<file path="config.mk">
export PLATFORM = sky130hd
export DESIGN_NAME = mac4_accum
export DESIGN_NICKNAME = d
export VERILOG_FILES = /design/src/rtl/mac4_accum.sv
export SDC_FILE = /design/constraint.sdc
export NUM_CORES = 1
export LEC_CHECK = 0
export BUFFER_PORTS_ARGS = -buffer_cell sky130_fd_sc_hd__buf_2
export CAP_MARGIN = 20
export CELL_PAD_IN_SITES_DETAIL_PLACEMENT = 1
export CELL_PAD_IN_SITES_GLOBAL_PLACEMENT = 2
export CORE_ASPECT_RATIO = 1.5
export CORE_MARGIN = 3
export CORE_UTILIZATION = 35
export CTS_BUF_LIST = sky130_fd_sc_hd__clkbuf_16
export DETAILED_ROUTE_END_ITERATION = 8
export PLACE_DENSITY_LB_ADDON = 0.08
export SETUP_SLACK_MARGIN = 0.15
export SYNTH_ARGS = -nofsm -noshare
export SYNTH_HDL_FRONTEND = slang
export SYNTH_SLANG_ARGS = --single-unit
</file>
<file path="constraint.sdc">
create_clock -name clk -period 7.2 [get_ports clk]
set_input_delay 0.36 -clock clk [delete_from_list [all_inputs] [get_ports clk]]
set_output_delay 0.36 -clock clk [all_outputs]
set_load 0.05 [all_outputs]
</file>
<file path="src/rtl/mac4_accum.sv">
// Four-lane signed MAC: accumulates NUM_TERMS a*w products per lane with saturation on every add.
// Results and acc_ready appear one edge after the last accepted term; no backpressure, bubbles hold state.
module mac4_accum #(
   parameter int DATA_W    = 8,
   parameter int ACC_W     = 21,
   parameter int NUM_TERMS = 9
) (
   input  logic                     clk,
   input  logic                     rst,
   input  logic                     clear,
   input  logic                     in_valid,
   input  logic signed [DATA_W-1:0] a0,
   input  logic signed [DATA_W-1:0] a1,
   input  logic signed [DATA_W-1:0] a2,
   input  logic signed [DATA_W-1:0] a3,
   input  logic signed [DATA_W-1:0] w0,
   input  logic signed [DATA_W-1:0] w1,
   input  logic signed [DATA_W-1:0] w2,
   input  logic signed [DATA_W-1:0] w3,
   output logic                     busy,
   output logic                     acc_ready,
   output logic signed [ACC_W-1:0]  sum0,
   output logic signed [ACC_W-1:0]  sum1,
   output logic signed [ACC_W-1:0]  sum2,
   output logic signed [ACC_W-1:0]  sum3
);

   localparam int CNT_W = $clog2(NUM_TERMS);
   localparam int P_W   = 2 * DATA_W;
   localparam logic [CNT_W-1:0] CNT_LAST = CNT_W'(NUM_TERMS - 1);
   localparam logic [CNT_W-1:0] CNT_ONE  = CNT_W'(1);

   typedef enum logic [0:0] {
      S_IDLE,
      S_ACCUM
   } state_t;

   state_t                   state, state_nxt;
   logic [CNT_W-1:0]         cnt, cnt_nxt;
   logic                     rdy_q, rdy_nxt;
   logic                     busy_q, busy_nxt;

   logic signed [DATA_W-1:0] a_l     [4];
   logic signed [DATA_W-1:0] w_l     [4];
   logic signed [P_W-1:0]    prod    [4];
   logic signed [ACC_W:0]    p_ext   [4];
   logic signed [ACC_W:0]    s_ext   [4];
   logic signed [ACC_W-1:0]  p_sat   [4];
   logic signed [ACC_W-1:0]  s_sat   [4];
   logic signed [ACC_W-1:0]  acc     [4];
   logic signed [ACC_W-1:0]  acc_nxt [4];
   logic signed [ACC_W-1:0]  sum_q   [4];
   logic signed [ACC_W-1:0]  sum_nxt [4];

   // One guard bit above ACC_W: overflow shows up as the top two bits disagreeing.
   function automatic logic signed [ACC_W-1:0] sat_acc(input logic signed [ACC_W:0] x);
      if (x[ACC_W] != x[ACC_W-1])
         sat_acc = {x[ACC_W], {(ACC_W-1){~x[ACC_W]}}};
      else
         sat_acc = x[ACC_W-1:0];
   endfunction

   always_comb begin
      a_l[0] = a0;
      a_l[1] = a1;
      a_l[2] = a2;
      a_l[3] = a3;
      w_l[0] = w0;
      w_l[1] = w1;
      w_l[2] = w2;
      w_l[3] = w3;
   end

   // Lane datapath: full-width product, sign-extended, saturating add to the running sum.
   always_comb begin
      for (int i = 0; i < 4; i++) begin
         prod[i]  = $signed({{DATA_W{a_l[i][DATA_W-1]}}, a_l[i]})
                  * $signed({{DATA_W{w_l[i][DATA_W-1]}}, w_l[i]});
         p_ext[i] = {{(ACC_W+1-P_W){prod[i][P_W-1]}}, prod[i]};
         s_ext[i] = {acc[i][ACC_W-1], acc[i]} + p_ext[i];
         p_sat[i] = sat_acc(p_ext[i]);
         s_sat[i] = sat_acc(s_ext[i]);
      end
   end

   always_ff @(posedge clk) begin
      if (rst) begin
         state  <= S_IDLE;
         cnt    <= '0;
         rdy_q  <= 1'b0;
         busy_q <= 1'b0;
         for (int i = 0; i < 4; i++) begin
            acc[i]   <= '0;
            sum_q[i] <= '0;
         end
      end else begin
         state  <= state_nxt;
         cnt    <= cnt_nxt;
         rdy_q  <= rdy_nxt;
         busy_q <= busy_nxt;
         for (int i = 0; i < 4; i++) begin
            acc[i]   <= acc_nxt[i];
            sum_q[i] <= sum_nxt[i];
         end
      end
   end

   // clear outranks the last-term completion, so an aborted window never pulses.
   always_comb begin
      state_nxt = state;
      cnt_nxt   = cnt;
      rdy_nxt   = 1'b0;
      acc_nxt   = acc;
      sum_nxt   = sum_q;
      if (clear) begin
         if (in_valid) begin
            state_nxt = S_ACCUM;
            cnt_nxt   = CNT_ONE;
            acc_nxt   = p_sat;
         end else begin
            state_nxt = S_IDLE;
            cnt_nxt   = '0;
            for (int i = 0; i < 4; i++) acc_nxt[i] = '0;
         end
      end else if (in_valid) begin
         case (state)
            S_IDLE: begin
               state_nxt = S_ACCUM;
               cnt_nxt   = CNT_ONE;
               acc_nxt   = p_sat;
            end
            S_ACCUM: begin
               if (cnt == CNT_LAST) begin
                  state_nxt = S_IDLE;
                  cnt_nxt   = '0;
                  rdy_nxt   = 1'b1;
                  sum_nxt   = s_sat;
                  for (int i = 0; i < 4; i++) acc_nxt[i] = '0;
               end else begin
                  cnt_nxt = cnt + CNT_ONE;
                  acc_nxt = s_sat;
               end
            end
            default: begin
               state_nxt = S_IDLE;
               cnt_nxt   = '0;
            end
         endcase
      end
      busy_nxt = (cnt_nxt != '0);
   end

   always_comb begin
      busy      = busy_q;
      acc_ready = rdy_q;
      sum0      = sum_q[0];
      sum1      = sum_q[1];
      sum2      = sum_q[2];
      sum3      = sum_q[3];
   end

endmodule

</file>
==> impl_metrics.toml, run 1 <==
[status]
status = "finished clean"

[sta]
rsz0062_at_grt = "no"
maxSlewHeadroom_pct = 39.9
fin_worst_skew_ps = 14.9
setup_violations = 0
drv_slew = 0
fin_crit_ps = 6760
fin_worst_hold_slack_ps = 375
fmax_mhz = 148
worst_pin_slew_ps = 899
fin_setup_tns_ps = 0
fin_crit_sh_pct = 93.8
final_hold_viol_count = 0

[die]
rows = 109
die_w_um = 207
core-area_um2 = 59300
pin_count = 154
die_area_um2 = 63400
initial_core_util_pct = 35.6
die-height_um = 307

[grt]
grt_pass1_wl_um = 112000
grt_usage_pct = 22.1
antenna_found_initial = 2
grt_overflow_total = 0
grt_max_degree = 59
grt_pass1_vias = 21100

[yosys]
synthesis.nets = 3025
synth_enable_flop_cells = 0
seq_area_frac_synth_pct = 16.6
ys_ff_latch = 175
synth-main-ff-cell = "dfxtp_1"
synthArstFlopShare_pct = 0
syn_area_um2 = 21100
ys_top_cells_by_area = "fa_1 21%, dfxtp_1 17%, ha_1 13%"
syn_avg_cell_area_um2 = 8.38
syn_inst = 2521
synthDistinctLibCells = 89
synth_warnings = 0
synth_top_area_share_pct = 21.2
synth_area_leader_cell = "fa_1"

[setup_path]
reg2reg_to = "sum2[14]$_SDFFE_PP0P_"
setup.worst_path.class = "input port to register"
path_max_fanout = 7
crit_start = "a3[5]"
worstPathArrival_ps = 7090
worst_path_largest_cell_delay_ps = 530
reg2reg_slack_ps = 2990
r2r_start = "acc[21]$_SDFFE_PP0P_"
start_kind = "input port"
slowest_stage = "fa_1"
critPathRequiredTime_ps = 7540
ff2ff_path_depth = 17
critical_path.endpoint = "acc[5]$_SDFFE_PP0P_"
worstSetupEndpointType = "register"

[placement]
dp_hpwl_um = 56800
io_buffers = 153
gp_congestion = 0.835

[route]
wire_per_inst_um = 19.0
postRouteAntennaNets = 0
route.detailed.drc = 0
drt_iter0_drc = 607
wl_um = 69400
vias_per_cell = 5.22
num_vias = 19100
drt-pass1-iter-count = 7

[clock_network]
clk_latency_ps = 470
cts-root-buf = "clkbuf_16"
h-tree-depth = 4
cts_tree = "yes"
cts_buffer_depth = 2
clk_pin_slew_worst_paths_ps = 80
cts_buffers = 17
cts_hold_buf = 0
clkSinkCount = 175

[hold_path]
holdPathStages = 2
hp-class = "input port to register"

[layout]
area_growth_pct = 20.7
drive_gt1_share_pct = 18.1
final_cell_mix = "356 x inv_1, 233 x buf_4, 223 x fa_1, 206 x ha_1, 198 x nor2_1"
final_common_cell = "inv_1"
nets = 3369

[flow_run]
drv_cap = 0
cells in the mapped netlist (11+ instances only):
master and instances:
and2_1 169, nor2_1 204, clkbuf_1 56, nand2b_1 13, a22oi_1 62, dfxtp_1 175
buf_2 11, xor2_1 29, o22ai_1 32, o21a_1 28, nor2b_1 15, a31oi_1 19
o211ai_1 16, nand3_1 13, xnor2_1 87, ha_1 212, a21o_1 38, o21ai_1 15
a21oi_1 137, fa_1 224, and3_1 12, o21ai_0 106, a211oi_1 46, o21bai_1 17
nor3_1 102, nand2_1 169, inv_1 358
worst min path at each step:
stage                           from  slack (ps)               endpoint
2_1_floorplan   acc[19]$_SDFFE_PP0P_         440   acc[19]$_SDFFE_PP0P_
3_3_place_gp    sum3[7]$_SDFFE_PP0P_         430   sum3[7]$_SDFFE_PP0P_
3_5_place_dp   sum0[16]$_SDFFE_PP0P_         440  sum0[16]$_SDFFE_PP0P_
4_1_cts                          rst         370   acc[41]$_SDFFE_PP0P_
5_1_grt                          rst         390   acc[41]$_SDFFE_PP0P_
6_report                         rst         380   acc[41]$_SDFFE_PP0P_
per-stage QoR:
stage	cells	utilization (%)	setup slack (ps)	instance area [um^2]
after CTS	3642	42.2	160	25100
after global routing	3655	42.9	87.5	25500
after global placement	3608	41.2	-307	24400
final	3656	42.9	444	25500
after detailed placement	3610	41.2	-533	24500
after floorplan	2521	-	155	21100
timing repair:
item                                    CTS  global route
cloned                                    0             1
buffers inserted                          0            12
pin swaps                                 0            28
hold endpoints to repair                  0             0
endpoints found under the setup margin   21           150
resized for setup                         8            65
critical path, delay by kind of cell:
| kind | cells | cell delay (ps) |
|---|---|---|
| xor+xnor | 2 | 320 |
| simple gates | 2 | 230 |
| buf+inv | 7 | 700 |
| mux | 1 | 140 |
| fa+ha+maj | 7 | 2660 |
| compound gates | 11 | 2700 |
per-layer routing:
| metal | track usage [%] | wire length [um] |
|---|---|---|
| met2 | 43.9 | 38200 |
| met4 | 7.27 | 2340 |
| met3 | 1.92 | 1420 |
| met1 | 24.2 | 27400 |
| met5 | 0 | 0 |
final cells by class:
| type | count | area [um^2] |
|---|---|---|
| antenna | 1 | 2.50 |
| clock buffer | 17 | 425 |
| clock inverter | 15 | 144 |
| fill | 7106 | 33900 |
| inverter | 360 | 1360 |
| multi-input combinational | 1910 | 16300 |
| sequential | 175 | 3500 |
| tap | 777 | 972 |
| timing repair buffer | 401 | 2800 |
flip-flops by register name, summed over array words and instances (netlist names):
register / cells
acc: 84
sum0: 21
sum1: 21
sum2: 21
sum3: 21
cnt: 4
acc_ready: 1
busy: 1
state: 1
kinds of logic after synthesis:
group	Yosys count	synth area share [%]
AOI/OAI and AO/OA	593	18.4
xor gates and xnor gates	117	4.89
adders and majority gates	438	33.9
buffers and inverters	436	8.01
DFF	175	16.6
muxes	14	0.741
and+or+nand+nor	748	17.5
Power of run 1 is not shown: default switching activity piles up to over one toggle a cycle in this logic, so the estimate is an artifact.
==> run 2: changes to the inputs <==
CORE_UTILIZATION = 39   (was 35)
clock period = 7.93 ns   (was 7.2 ns; I/O delays follow)
==> run 2 against run 1 <==
Critical endpoint is now acc[31]$_SDFFE_PP0P_; routed wire length shrank 7.1%; utilization grew 1.3 points; sequential share of layout area grew 1.2 points; clock-buffer cell count is the same; sequential cell count is the same; critical path depth shrank 1; worst setup slack gained 120 ps.
==> impl_metrics.toml, run 2 (synthesized netlist as in run 1, its figures left out) <==
[layout]
final_common_cell = "inv_1"
regMostFlops = "acc"
fillers = 6408
area_growth_pct = 11.2
drive_gt1_share_pct = 10.3
nets = 3162
regArea_um2 = 3500
final_cell_mix = "358 x inv_1, 224 x fa_1, 211 x ha_1, 199 x nor2_1, 175 x dfxtp_1"
multi_input_area_um2 = 16000
largest_reg_flops = 84

[clock_network]
clkSinkCount = 175
h-tree-depth = 4
cts_buffers = 17
cts-root-buf = "clkbuf_16"
clk_pin_slew_worst_paths_ps = 70
cts_buffer_depth = 2
cts_hold_buf = 0
clk_latency_ps = 470
cts_tree = "yes"

[hold_path]
min_from = "clear"
hp-class = "input port to register"
holdPathEnd = "cnt[1]$_SDFF_PP0_"
holdPathStages = 2

[status]
status = "finished clean"

[setup_path]
critPathBufInv = 7
ff2ff_path_depth = 16
slowest_stage = "fa_1"
start_kind = "input port"
reg2reg_slack_ps = 3390
r2r_start = "acc[0]$_SDFFE_PP0P_"
worstSetupEndpointType = "register"
reg2reg_to = "acc[3]$_SDFFE_PP0P_"
cpLargestDelayFamily = "adder cells"
worstPathArrival_ps = 7660
worst_path_largest_cell_delay_ps = 530
setup.worst_path.class = "input port to register"
critPathRequiredTime_ps = 8230
path_max_fanout = 22

[route]
postRouteAntennaNets = 0
vias_per_cell = 5.43
drt-pass1-iter-count = 5
wire_per_inst_um = 19.2
drt_iter0_drc = 547
route.detailed.drc = 0
num_vias = 18200
wl_um = 64400

[placement]
dp_worst_setup_slack_ps = -115
gp_congestion = 0.865
io_buffers = 153
dp_hpwl_um = 52700

[die]
initial_core_util_pct = 39.8
pin_count = 154
rows = 103
die_w_um = 196
die-height_um = 291
die_area_um2 = 57000
core-area_um2 = 53100

[sta]
fin_crit_ps = 7360
fin_worst_skew_ps = 13.9
rsz0062_at_grt = "no"
fmax_mhz = 136
fin_crit_sh_pct = 92.9
maxSlewHeadroom_pct = 23.0
drv_slew = 0
fin_ws_ps = 566
setup_violations = 0
final_hold_viol_count = 0
worst_pin_slew_ps = 1150

[grt]
grt_max_degree = 95
antenna_found_initial = 2
grt_pass1_wl_um = 106000
grt_overflow_total = 0
grt_usage_pct = 22.7
grt_pass1_vias = 20200

[flow_run]
drv_cap = 0
run 2: changes by cell type in the layout (fill, tap and decap cells not counted), moves of 5 or more:
cell,delta
buf_4,-197
o21ai_1,-7
ha_1,+5
ha_4,-6
buf_12,-8
a21oi_2,-7
a21oi_1,+7
a211oi_1,+5
o21ai_0,+11
run 2: area by class of cell:
class                           count  area share, %
Timing Repair Buffer              194           4.86
Multi-Input combinational cell   1910           68.2
Clock inverter                     15          0.853
Inverter                          360           5.75
Tap cell                          682           3.63
Antenna cell                        1         0.0107
Sequential cell                   175           14.9
Clock buffer                       17           1.81
run 2: worst max-delay path by stage:
stage          start                    end  cells after the start
2_1_floorplan  a2[5]   acc[25]$_SDFFE_PP0P_                     29
3_3_place_gp   w3[1]    acc[4]$_SDFFE_PP0P_                     32
3_5_place_dp   a1[4]   acc[51]$_SDFFE_PP0P_                     29
4_1_cts        a1[4]   acc[51]$_SDFFE_PP0P_                     29
5_1_grt        w2[0]  sum2[14]$_SDFFE_PP0P_                     30
6_report       w2[0]   acc[31]$_SDFFE_PP0P_                     29
run 2: routing by layer:
metal | vias up | track usage [%] | wire length, um
li1 | 8773 | - | -
met1 | 9133 | 25.5 | 25700
met2 | 230 | 44.7 | 35500
met3 | 77 | 2.03 | 1470
met4 | 2 | 6.96 | 1790
met5 | - | 0 | 13
run 2: through the flow:
stage	hold slack, ps	setup TNS (ps)	cells	area [um^2]	utilization [%]
floorplan	439	0	2521	21100	-
global placement	434	0	3319	22800	42.9
detailed placement	443	-141	3320	22800	42.9
CTS	383	0	3352	23400	44.1
global route	431	0	3353	23500	44.2
finish	396	0	3354	23500	44.2
run 2: timing repair:
action,in CTS,in global routing
gates resized for setup,0,11
hold endpoints to repair,0,0
setup endpoints to repair,0,56
setup buffers,0,1
Power of run 2 is left out for the same reason.
